===== src/rtl/issue_scheduler_if.sv =====
// Handshake bundle between dispatch, the result-tag broadcast, the scheduler
// and the functional unit. The scheduler takes the slave side.
interface issue_scheduler_if #(
  parameter int TAG_W     = 6,
  parameter int PAYLOAD_W = 32
) ();
  logic                 disp_valid;
  logic                 disp_ready;
  logic [TAG_W-1:0]     disp_rs;
  logic                 disp_rs_busy;
  logic [TAG_W-1:0]     disp_rt;
  logic                 disp_rt_busy;
  logic [PAYLOAD_W-1:0] disp_payload;
  logic                 wake_valid;
  logic [TAG_W-1:0]     wake_tag;
  logic                 issue_valid;
  logic                 issue_ready;
  logic [PAYLOAD_W-1:0] issue_payload;
  logic [TAG_W-1:0]     issue_rs;
  logic [TAG_W-1:0]     issue_rt;

  modport master (
    output disp_valid, disp_rs, disp_rs_busy, disp_rt, disp_rt_busy, disp_payload,
    output wake_valid, wake_tag, issue_ready,
    input  disp_ready, issue_valid, issue_payload, issue_rs, issue_rt
  );

  modport slave (
    input  disp_valid, disp_rs, disp_rs_busy, disp_rt, disp_rt_busy, disp_payload,
    input  wake_valid, wake_tag, issue_ready,
    output disp_ready, issue_valid, issue_payload, issue_rs, issue_rt
  );
endinterface


===== src/rtl/issue_scheduler.sv =====
// Oldest-first wakeup/select scheduler feeding one functional unit.
// Entries live in a compacting array: slot 0 is the oldest and valid slots
// are always contiguous from 0 to count-1.
module issue_scheduler #(
  parameter int ENTRIES   = 8,
  parameter int TAG_W     = 6,
  parameter int PAYLOAD_W = 32
) (
  input  logic                      clk_i,
  input  logic                      rst_ni,
  input  logic                      sys_i,
  issue_scheduler_if.slave          bus,
  output logic [$clog2(ENTRIES):0]  count_o
);
  localparam int IDX_W = $clog2(ENTRIES);
  localparam int CNT_W = IDX_W + 1;

  typedef struct packed {
    logic [TAG_W-1:0]     rs;
    logic                 rs_busy;
    logic [TAG_W-1:0]     rt;
    logic                 rt_busy;
    logic [PAYLOAD_W-1:0] payload;
  } entry_t;

  entry_t             slot_q [ENTRIES];
  entry_t             slot_d [ENTRIES];
  entry_t             woken  [ENTRIES];
  entry_t             shifted[ENTRIES];
  entry_t             new_entry;
  logic [ENTRIES-1:0] valid_q, valid_d, shifted_v;
  logic [ENTRIES-1:0] ready;
  logic [CNT_W-1:0]   count_q, count_d, wr_idx;
  logic [IDX_W-1:0]   sel_idx;
  logic               disp_fire, issue_fire;

  // Select: lowest-index slot with both operands ready, from registered state only.
  always_comb begin
    // NOTE: every always_comb output gets a default first so no latch is inferred.
    ready   = '0;
    sel_idx = '0;
    for (int i = ENTRIES - 1; i >= 0; i--) begin
      ready[i] = valid_q[i] & ~slot_q[i].rs_busy & ~slot_q[i].rt_busy;
      if (ready[i]) sel_idx = IDX_W'(i);
    end
  end

  assign bus.issue_valid   = |ready;
  assign bus.issue_payload = bus.issue_valid ? slot_q[sel_idx].payload : '0;
  assign bus.issue_rs      = bus.issue_valid ? slot_q[sel_idx].rs      : '0;
  assign bus.issue_rt      = bus.issue_valid ? slot_q[sel_idx].rt      : '0;
  assign bus.disp_ready    = (count_q < CNT_W'(ENTRIES));
  assign disp_fire         = bus.disp_valid & bus.disp_ready;
  assign issue_fire        = bus.issue_valid & bus.issue_ready;
  assign count_o           = count_q;

  // Wakeup snoop on stored entries, plus the same-cycle bypass for the incoming one.
  always_comb begin
    woken = slot_q;
    for (int i = 0; i < ENTRIES; i++) begin
      if (bus.wake_valid && slot_q[i].rs == bus.wake_tag) woken[i].rs_busy = 1'b0;
      if (bus.wake_valid && slot_q[i].rt == bus.wake_tag) woken[i].rt_busy = 1'b0;
    end
    new_entry.rs      = bus.disp_rs;
    new_entry.rt      = bus.disp_rt;
    new_entry.payload = bus.disp_payload;
    new_entry.rs_busy = bus.disp_rs_busy & ~(bus.wake_valid && bus.disp_rs == bus.wake_tag);
    new_entry.rt_busy = bus.disp_rt_busy & ~(bus.wake_valid && bus.disp_rt == bus.wake_tag);
  end

  // Compaction on issue, then append of the dispatched entry at the new tail.
  always_comb begin
    shifted   = woken;
    shifted_v = '0;
    for (int i = 0; i < ENTRIES - 1; i++) begin
      shifted[i]   = woken[i + 1];
      shifted_v[i] = valid_q[i + 1];
    end
    slot_d  = woken;
    valid_d = valid_q;
    wr_idx  = count_q - CNT_W'(issue_fire);
    for (int i = 0; i < ENTRIES; i++) begin
      if (issue_fire && IDX_W'(i) >= sel_idx) begin
        slot_d[i]  = shifted[i];
        valid_d[i] = shifted_v[i];
      end
      if (disp_fire && CNT_W'(i) == wr_idx) begin
        slot_d[i]  = new_entry;
        valid_d[i] = 1'b1;
      end
    end
    unique case ({disp_fire, issue_fire})
      2'b10:   count_d = count_q + 1'b1;
      2'b01:   count_d = count_q - 1'b1;
      default: count_d = count_q;
    endcase
  end

  // Occupancy state: reset and flush both empty the queue.
  always_ff @(posedge clk_i) begin
    // NOTE: sequential state is written only with non-blocking assignments.
    if (!rst_ni || sys_i) begin
      valid_q <= '0;
      count_q <= '0;
    end else begin
      valid_q <= valid_d;
      count_q <= count_d;
    end
  end

  // Entry storage: no reset needed.
  always_ff @(posedge clk_i) begin
    // NOTE: the entry array is deliberately not reset; valid bits gate every use of it.
    slot_q <= slot_d;
  end
endmodule

===== src/flat_wrapper.sv =====
// flat-port wrapper written by rule: the top's interface ports become plain ports
module issue_scheduler_flat 
#(
  parameter int ENTRIES   = 8,
  parameter int TAG_W     = 6,
  parameter int PAYLOAD_W = 32
)
  (clk_i, rst_ni, sys_i, count_o, bus_disp_valid, bus_disp_rs, bus_disp_rs_busy, bus_disp_rt, bus_disp_rt_busy, bus_disp_payload, bus_wake_valid, bus_wake_tag, bus_issue_ready, bus_disp_ready, bus_issue_valid, bus_issue_payload, bus_issue_rs, bus_issue_rt);
  issue_scheduler_if #(.TAG_W(TAG_W), .PAYLOAD_W(PAYLOAD_W)) bus_i ();
  input  logic clk_i;
  input  logic rst_ni;
  input  logic sys_i;
  output logic [$clog2(ENTRIES):0] count_o;
  input wire logic [$bits(bus_i.disp_valid)-1:0] bus_disp_valid;
  input wire logic [$bits(bus_i.disp_rs)-1:0] bus_disp_rs;
  input wire logic [$bits(bus_i.disp_rs_busy)-1:0] bus_disp_rs_busy;
  input wire logic [$bits(bus_i.disp_rt)-1:0] bus_disp_rt;
  input wire logic [$bits(bus_i.disp_rt_busy)-1:0] bus_disp_rt_busy;
  input wire logic [$bits(bus_i.disp_payload)-1:0] bus_disp_payload;
  input wire logic [$bits(bus_i.wake_valid)-1:0] bus_wake_valid;
  input wire logic [$bits(bus_i.wake_tag)-1:0] bus_wake_tag;
  input wire logic [$bits(bus_i.issue_ready)-1:0] bus_issue_ready;
  output wire logic [$bits(bus_i.disp_ready)-1:0] bus_disp_ready;
  output wire logic [$bits(bus_i.issue_valid)-1:0] bus_issue_valid;
  output wire logic [$bits(bus_i.issue_payload)-1:0] bus_issue_payload;
  output wire logic [$bits(bus_i.issue_rs)-1:0] bus_issue_rs;
  output wire logic [$bits(bus_i.issue_rt)-1:0] bus_issue_rt;
  assign bus_i.disp_valid = bus_disp_valid;
  assign bus_i.disp_rs = bus_disp_rs;
  assign bus_i.disp_rs_busy = bus_disp_rs_busy;
  assign bus_i.disp_rt = bus_disp_rt;
  assign bus_i.disp_rt_busy = bus_disp_rt_busy;
  assign bus_i.disp_payload = bus_disp_payload;
  assign bus_i.wake_valid = bus_wake_valid;
  assign bus_i.wake_tag = bus_wake_tag;
  assign bus_i.issue_ready = bus_issue_ready;
  assign bus_disp_ready = bus_i.disp_ready;
  assign bus_issue_valid = bus_i.issue_valid;
  assign bus_issue_payload = bus_i.issue_payload;
  assign bus_issue_rs = bus_i.issue_rs;
  assign bus_issue_rt = bus_i.issue_rt;
  issue_scheduler #(.ENTRIES(ENTRIES), .TAG_W(TAG_W), .PAYLOAD_W(PAYLOAD_W)) u_core (.clk_i(clk_i), .rst_ni(rst_ni), .sys_i(sys_i), .bus(bus_i), .count_o(count_o));
endmodule

===== config.mk =====
export PLATFORM = sky130hd
export DESIGN_NAME = issue_scheduler_flat
export DESIGN_NICKNAME = d
export VERILOG_FILES = /design/src/rtl/issue_scheduler_if.sv /design/src/rtl/issue_scheduler.sv /design/src/flat_wrapper.sv
export SDC_FILE = /design/constraint.sdc
export NUM_CORES = 1
export LEC_CHECK = 0
export BUFFER_PORTS_ARGS = -buffer_cell sky130_fd_sc_hd__buf_2
export CAP_MARGIN = 10
export CORE_MARGIN = 2
export CORE_UTILIZATION = 46
export CTS_CLUSTER_DIAMETER = 50
export DETAILED_ROUTE_END_ITERATION = 8
export GPL_ROUTABILITY_DRIVEN = 0
export GPL_TIMING_DRIVEN = 0
export PLACE_DENSITY = 0.71
export SLEW_MARGIN = 20
export SYNTH_ARGS = -nofsm -noshare
export SYNTH_HDL_FRONTEND = slang
export SYNTH_SLANG_ARGS = --single-unit

===== constraint.sdc =====
create_clock -name clk_i -period 5.9 [get_ports clk_i]
set_input_delay 1.475 -clock clk_i [delete_from_list [all_inputs] [get_ports clk_i]]
set_output_delay 1.475 -clock clk_i [all_outputs]
set_load 0.02 [all_outputs]

=== After elaboration in Yosys (flattened, before gate mapping) ===
Index checks and enable logic that the tools add are counted.

* Input port bits: 58
* Bits in read-only memories: 0
* Latch bits: 0
* Output and inout port bits: 50
* Memory bits (writable): 0
* Word-level logic and storage cells: 239
* Memories: 0
* Register bits: 380

* Multiply operators: 0
* Eq/ne operators: 27
* Bitwise logic cells: 39
* Div/mod/pow operators: 0
* Magnitude comparators: 10
* $add $sub $neg: 3
* Reductions and logical operators: 49
* Multiplexer cells: 62
* Shifts and indexed selects: 0

{| class="wikitable"
|+ Operators with widths
! cell !! count
|-
| two-way mux 46 bit || 16
|-
| binary-select mux 46 bit (select 3 bit) || 1
|-
| == test 6 bit || 18
|-
| two-way mux 40 bit || 1
|-
| logical AND 1 bit || 34
|-
| two-way mux 1 bit || 32
|-
| two-way mux 32 bit || 1
|-
| two-way mux 3 bit || 8
|-
| AND 1 bit || 20
|-
| NOT 1 bit || 18
|-
| nonzero test 2 bit || 9
|-
| == test 3 x 4 -> 1 bit (first input constant) || 4
|-
| >= comparator 3 bit (first input constant) || 4
|-
| two-way mux 6 bit || 2
|-
| == test 2 x 4 -> 1 bit (first input constant) || 2
|-
| one-hot mux 4 bit (2 select lines) || 1
|-
| OR reduction 8 bit || 1
|-
| >= comparator 1 x 3 -> 1 bit (first input constant) || 2
|-
| >= comparator 2 x 3 -> 1 bit (first input constant) || 2
|-
| nonzero test 3 bit || 2
|-
| adder 4 x 1 -> 4 bit (second input constant) || 1
|-
| == test 1 x 4 -> 1 bit (first input constant) || 1
|-
| >= comparator 4 bit (second input constant) || 1
|-
| zero test 4 bit || 1
|-
| other kinds (8) || 8
|}

=== Depth between registers and ports, before layout ===
* Depth in word-level cells: 16
* Mapped depth: 16
* Depth with buffers taken out: 12

=== Worst setup path before layout ===
OpenSTA, ideal clock, no wires.

* Path kind: input -> register
* Start point: in bus_issue_ready
* End point: reg u_core.slot_q, in the netlist u_core.shifted[100] (enable)
* Stages: 12
* Required time: 5498 ps
* Library setup time: 402 ps
* Path buffers: 3
* Slack: 903 ps
* Data arrival time: 4595 ps
* Cell sequence: clkbuf_1 > o41ai_2 > inv_1 > ha_1 > ha_1 > nor2b_1 > a21oi_1 > nor3_2 > buf_2 > clkbuf_1 > inv_1 > nand2_1

* Cells in the longest elaborated chain, start to end: 5
* Elaborated cells on any way between the ends: 6
* Those cells by class: add/sub: 1; eq/ne: 1; bitwise: 1; reduce/logical: 3

{| class="wikitable"
|+ Ends and longest elaborated chain
! what !! line !! source
|-
| start: declaration || flat_wrapper.sv:22 || <nowiki>input wire logic [$bits(bus_i.issue_ready)-1:0] bus_issue_ready;</nowiki>
|-
| AND 1 bit (*) || issue_scheduler.sv:54 || <nowiki>assign issue_fire = bus.issue_valid & bus.issue_ready;</nowiki>
|-
| subtractor 4 x 1 -> 4 bit || issue_scheduler.sv:81 || <nowiki>wr_idx = count_q - CNT_W'(issue_fire);</nowiki>
|-
| == test 3 x 4 -> 1 bit || issue_scheduler.sv:87 || <nowiki>if (disp_fire && CNT_W'(i) == wr_idx) begin</nowiki>
|-
| logical AND 1 bit || issue_scheduler.sv:87 ||
|-
| nonzero test 2 bit (no line) (*) || n/a ||
|-
| end signal: assignment || issue_scheduler.sv:114 || <nowiki>slot_q <= slot_d;</nowiki>
|-
| end: declaration || issue_scheduler.sv:26 || <nowiki>entry_t slot_q [ENTRIES];</nowiki>
|}

Mark *: on every way between the ends. The rest lies on a longest branch, timed or not.
A chain may end at the register's enable or synchronous reset.

=== Worst setup path in the final report ===
* Start point: reg u_core.slot_q[269] (netlist name)
* End point: reg u_core.slot_q, in the netlist u_core.shifted[126] (enable)

* Cells in the longest elaborated chain, start to end: 9
* Elaborated cells on any way between the ends: 14
* Those cells by class: add/sub: 1; order compare: 1; eq/ne: 1; mux: 3; bitwise: 4; reduce/logical: 4

{| class="wikitable"
|+ Ends and longest elaborated chain
! what !! line !! source
|-
| NOT 1 bit (*) || issue_scheduler.sv:43 || <nowiki>ready[i] = valid_q[i] & ~slot_q[i].rs_busy & ~slot_q[i].rt_busy;</nowiki>
|-
| AND 1 bit (*) (2 in a row) || issue_scheduler.sv:43 ||
|-
| OR reduction 8 bit / two-way mux 3 bit (equally long branches) || issue_scheduler.sv:48, issue_scheduler.sv:44 ||
|-
| AND 1 bit / two-way mux 3 bit (equally long branches) || issue_scheduler.sv:54, issue_scheduler.sv:44 ||
|-
| subtractor 4 x 1 -> 4 bit / two-way mux 3 bit (equally long branches) || issue_scheduler.sv:81, issue_scheduler.sv:44 ||
|-
| == test 3 x 4 -> 1 bit / >= comparator 3 bit (equally long branches) || issue_scheduler.sv:87, issue_scheduler.sv:83 ||
|-
| logical AND 1 bit (on tied branches) || issue_scheduler.sv:87, issue_scheduler.sv:83 ||
|-
| nonzero test 2 bit (no line) (*) || n/a ||
|}

Marked as above.

==> results.json <==
{
  "synth_cells": 1927,
  "relSlewSlack": 0.294,
  "cts_resized": 0,
  "p_total_mw": 7.08,
  "finalNonFillerCells": 2700,
  "antenna_found_initial": 2,
  "synth_area_leaders": "edfxtp_1, nand2_1, o21ai_0, mux2i_1, a22o_1",
  "fin_area_mm2": 0.0230,
  "setup_viol": 0,
  "cts_tree": "yes",
  "synth_top_cell_area_share": 0.526,
  "drv_cap": 0,
  "die_w_um": 214,
  "area_growth_pct": 13.9,
  "initial_utilization": 0.467,
  "insertion_delay_ns": 0.59,
  "r2r_start": "u_core.slot_q[269]",
  "drive_gt1_frac": 0.120,
  "yosys_most_used_dff": "edfxtp_1",
  "powerDensity_mw_per_mm2": 308,
  "finalMaxSlewViolations": 0,
  "vias_per_cell": 6.47,
  "htreeDepth": 2,
  "grt_pass1_vias": 16800,
  "clkSlewWorstSetupHoldPaths_ns": 0.06,
  "layout_common_cells": "nand2_1, edfxtp_1, o21ai_0",
  "syn_nets": 1991,
  "critPathLaunchType": "flip-flop",
  "status": "complete, but fails checks",
  "fin_setup_tns_ns": 0,
  "worstMarginPinSlew_ns": 1.05,
  "leakagePower_nw": 8.40,
  "dp.cells": 2617,
  "cts_made_buffers": 45,
  "ant_nets": 0,
  "ff2ff_path_depth": 15,
  "r2r_setup_slack_ns": 0.30,
  "netlist_area_mm2": 0.0202,
  "cts_sinks": 380,
  "ys_ff_latch": 380,
  "seq_area_mm2": 0.0112,
  "rsz0062_at_grt": "false",
  "multi_input_area_mm2": 0.00827,
  "finalWirelength_um": 71400,
  "period_share": 0.949,
  "final_common_cell": "nand2_1",
  "cts_buffer_depth": 3,
  "grt_usage": 0.309,
  "avgSynthCellArea_um2": 10.5,
  "synthArstFlopShare": 0,
  "port_buffers": 99,
  "worstHoldPathType": "reg -> reg",
  "finalNetCount": 2143,
  "dr.pass1.iters": 9,
  "timing.rr.end": "u_core.shifted[126]",
  "ir_drop_mv": 0.191,
  "cp-end-kind": "flip-flop",
  "worstSetupStartpoint": "u_core.slot_q[269]",
  "path_class": "reg -> reg",
  "violations": "design-rule violations",
  "min_period_ns": 5.60,
  "post_cts_buffers": 0,
  "skew_ns": 0.0217,
  "ys_seq_area_frac": 0.551,
  "grt_first_pass_wirelength_um": 104000,
  "crit_path_end": "u_core.shifted[126]",
  "die_area_mm2": 0.0456,
  "arrival_ns": 5.86,
  "yosys_warnings": 0,
  "grt_overflow_total": 0,
  "yosysUniqueCellTypes": 54,
  "dp_hpwl_um": 47100,
  "worst-path-max-fanout": 28,
  "finalHoldViolCount": 0,
  "wl_per_cell_um": 26.4,
  "fmax_mhz": 179,
  "fillerInstances": 3746,
  "vias": 17500,
  "crit_required_ns": 6.16,
  "grt_max_degree": 45,
  "dpl_cell_area_mm2": 0.0216,
  "fin_util": 0.532,
  "hold_buffers": 0,
  "rows": 76,
  "first_iter_violations": 2663,
  "io_pins": 108,
  "synth-edff-count": 354,
  "core-area_mm2": 0.0433,
  "root_buffer": "clkbuf_16",
  "dieHeight_um": 214,
  "drc": 1,
  "synth_largest_area_cell": "edfxtp_1"
}
[cells by family after synthesis]
| kind of cell | synth area share |
|---|---|
| and+or+nand+nor | 0.123 |
| DFF | 0.551 |
| adders and majority gates | 0.00408 |
| xor gates and xnor gates | 0.0481 |
| AOI/OAI and AO/OA | 0.183 |
| muxes | 0.0491 |
| buffers and inverters | 0.0416 |
[power by group]
group / total [mW] / switching (mW) / internal [mW]
Clock: 2.75 / 1.19 / 1.56
Sequential: 3.34 / 0.140 / 3.20
Combinational: 0.997 / 0.690 / 0.307
Total: 7.08 / 2.02 / 5.07
[state kept, by name, indices dropped and copies added (netlist names)]
name            cells
u_core.count_o      4
u_core.shifted    308
u_core.valid_q      8
u_core.slot_q      60
[layer usage]
metal / wire length, um / vias to the layer above / global-route usage
li1: - / 7412 / -
met1: 27000 / 8369 / 0.412
met2: 31700 / 1417 / 0.474
met3: 9280 / 257 / 0.0731
met4: 3470 / 2 / 0.152
met5: 12 / - / 0
[final cells by class]
class	instances	share of cell area
Sequential cell	380	0.484
Antenna cell	2	0.000217
Inverter	10	0.00174
Multi-Input combinational cell	1360	0.359
Clock buffer	59	0.0516
Clock inverter	22	0.00989
Buffer	177	0.0349
Tap cell	585	0.0318
Timing Repair Buffer	105	0.0262
[worst max-delay path: stages (launching register included)]
cell and delay [ns]:
dfxtp_1 0.46, nor3b_2 0.13, or2_1 0.22, buf_2 0.16, o41ai_2 0.68, inv_1 0.18
ha_1 0.24, ha_1 0.24, nor2b_1 0.12, a21oi_1 0.11, nor3_2 0.87, buf_2 0.47
clkbuf_1 0.55, inv_1 0.20, nand2_4 0.32, buf_12 0.29
[metrics by stage]
step | setup WS (ns) | hold slack [ns]
CTS | 0.559 | 0.482
detailed placement | 0.0148 | 0.472
finish | 0.302 | 0.488
floorplan | 0.903 | 0.448
global placement | -1.33 | 0.461
global route | 0.268 | 0.508
[Yosys cell counts (all sizes together) (7+ instances only)]
master  count
edfxtp    354
dfxtp      26
o41ai      19
o21ai     274
nand2     453
buf        67
a221oi     44
a22oi      44
o31a       45
xnor2      55
nor2       31
a21oi      17
xor2       56
nor3b       7
nand3      44
mux2i      97
a22o       88
inv        10
clkbuf    110
nand4      19
[how the worst min path moves through the flow]
stage	startpoint	to	slack [ns]	depth (start not counted)
global route	u_core.valid_q[0]	u_core.valid_q[0]	0.51	2
floorplan	u_core.valid_q[0]	u_core.valid_q[0]	0.45	2
CTS	u_core.valid_q[0]	u_core.valid_q[0]	0.48	2
global placement	u_core.valid_q[0]	u_core.valid_q[0]	0.46	2
detailed placement	u_core.valid_q[0]	u_core.valid_q[0]	0.47	2
finish	u_core.valid_q[0]	u_core.valid_q[0]	0.49	2
Power figures use the tool's default switching activity.
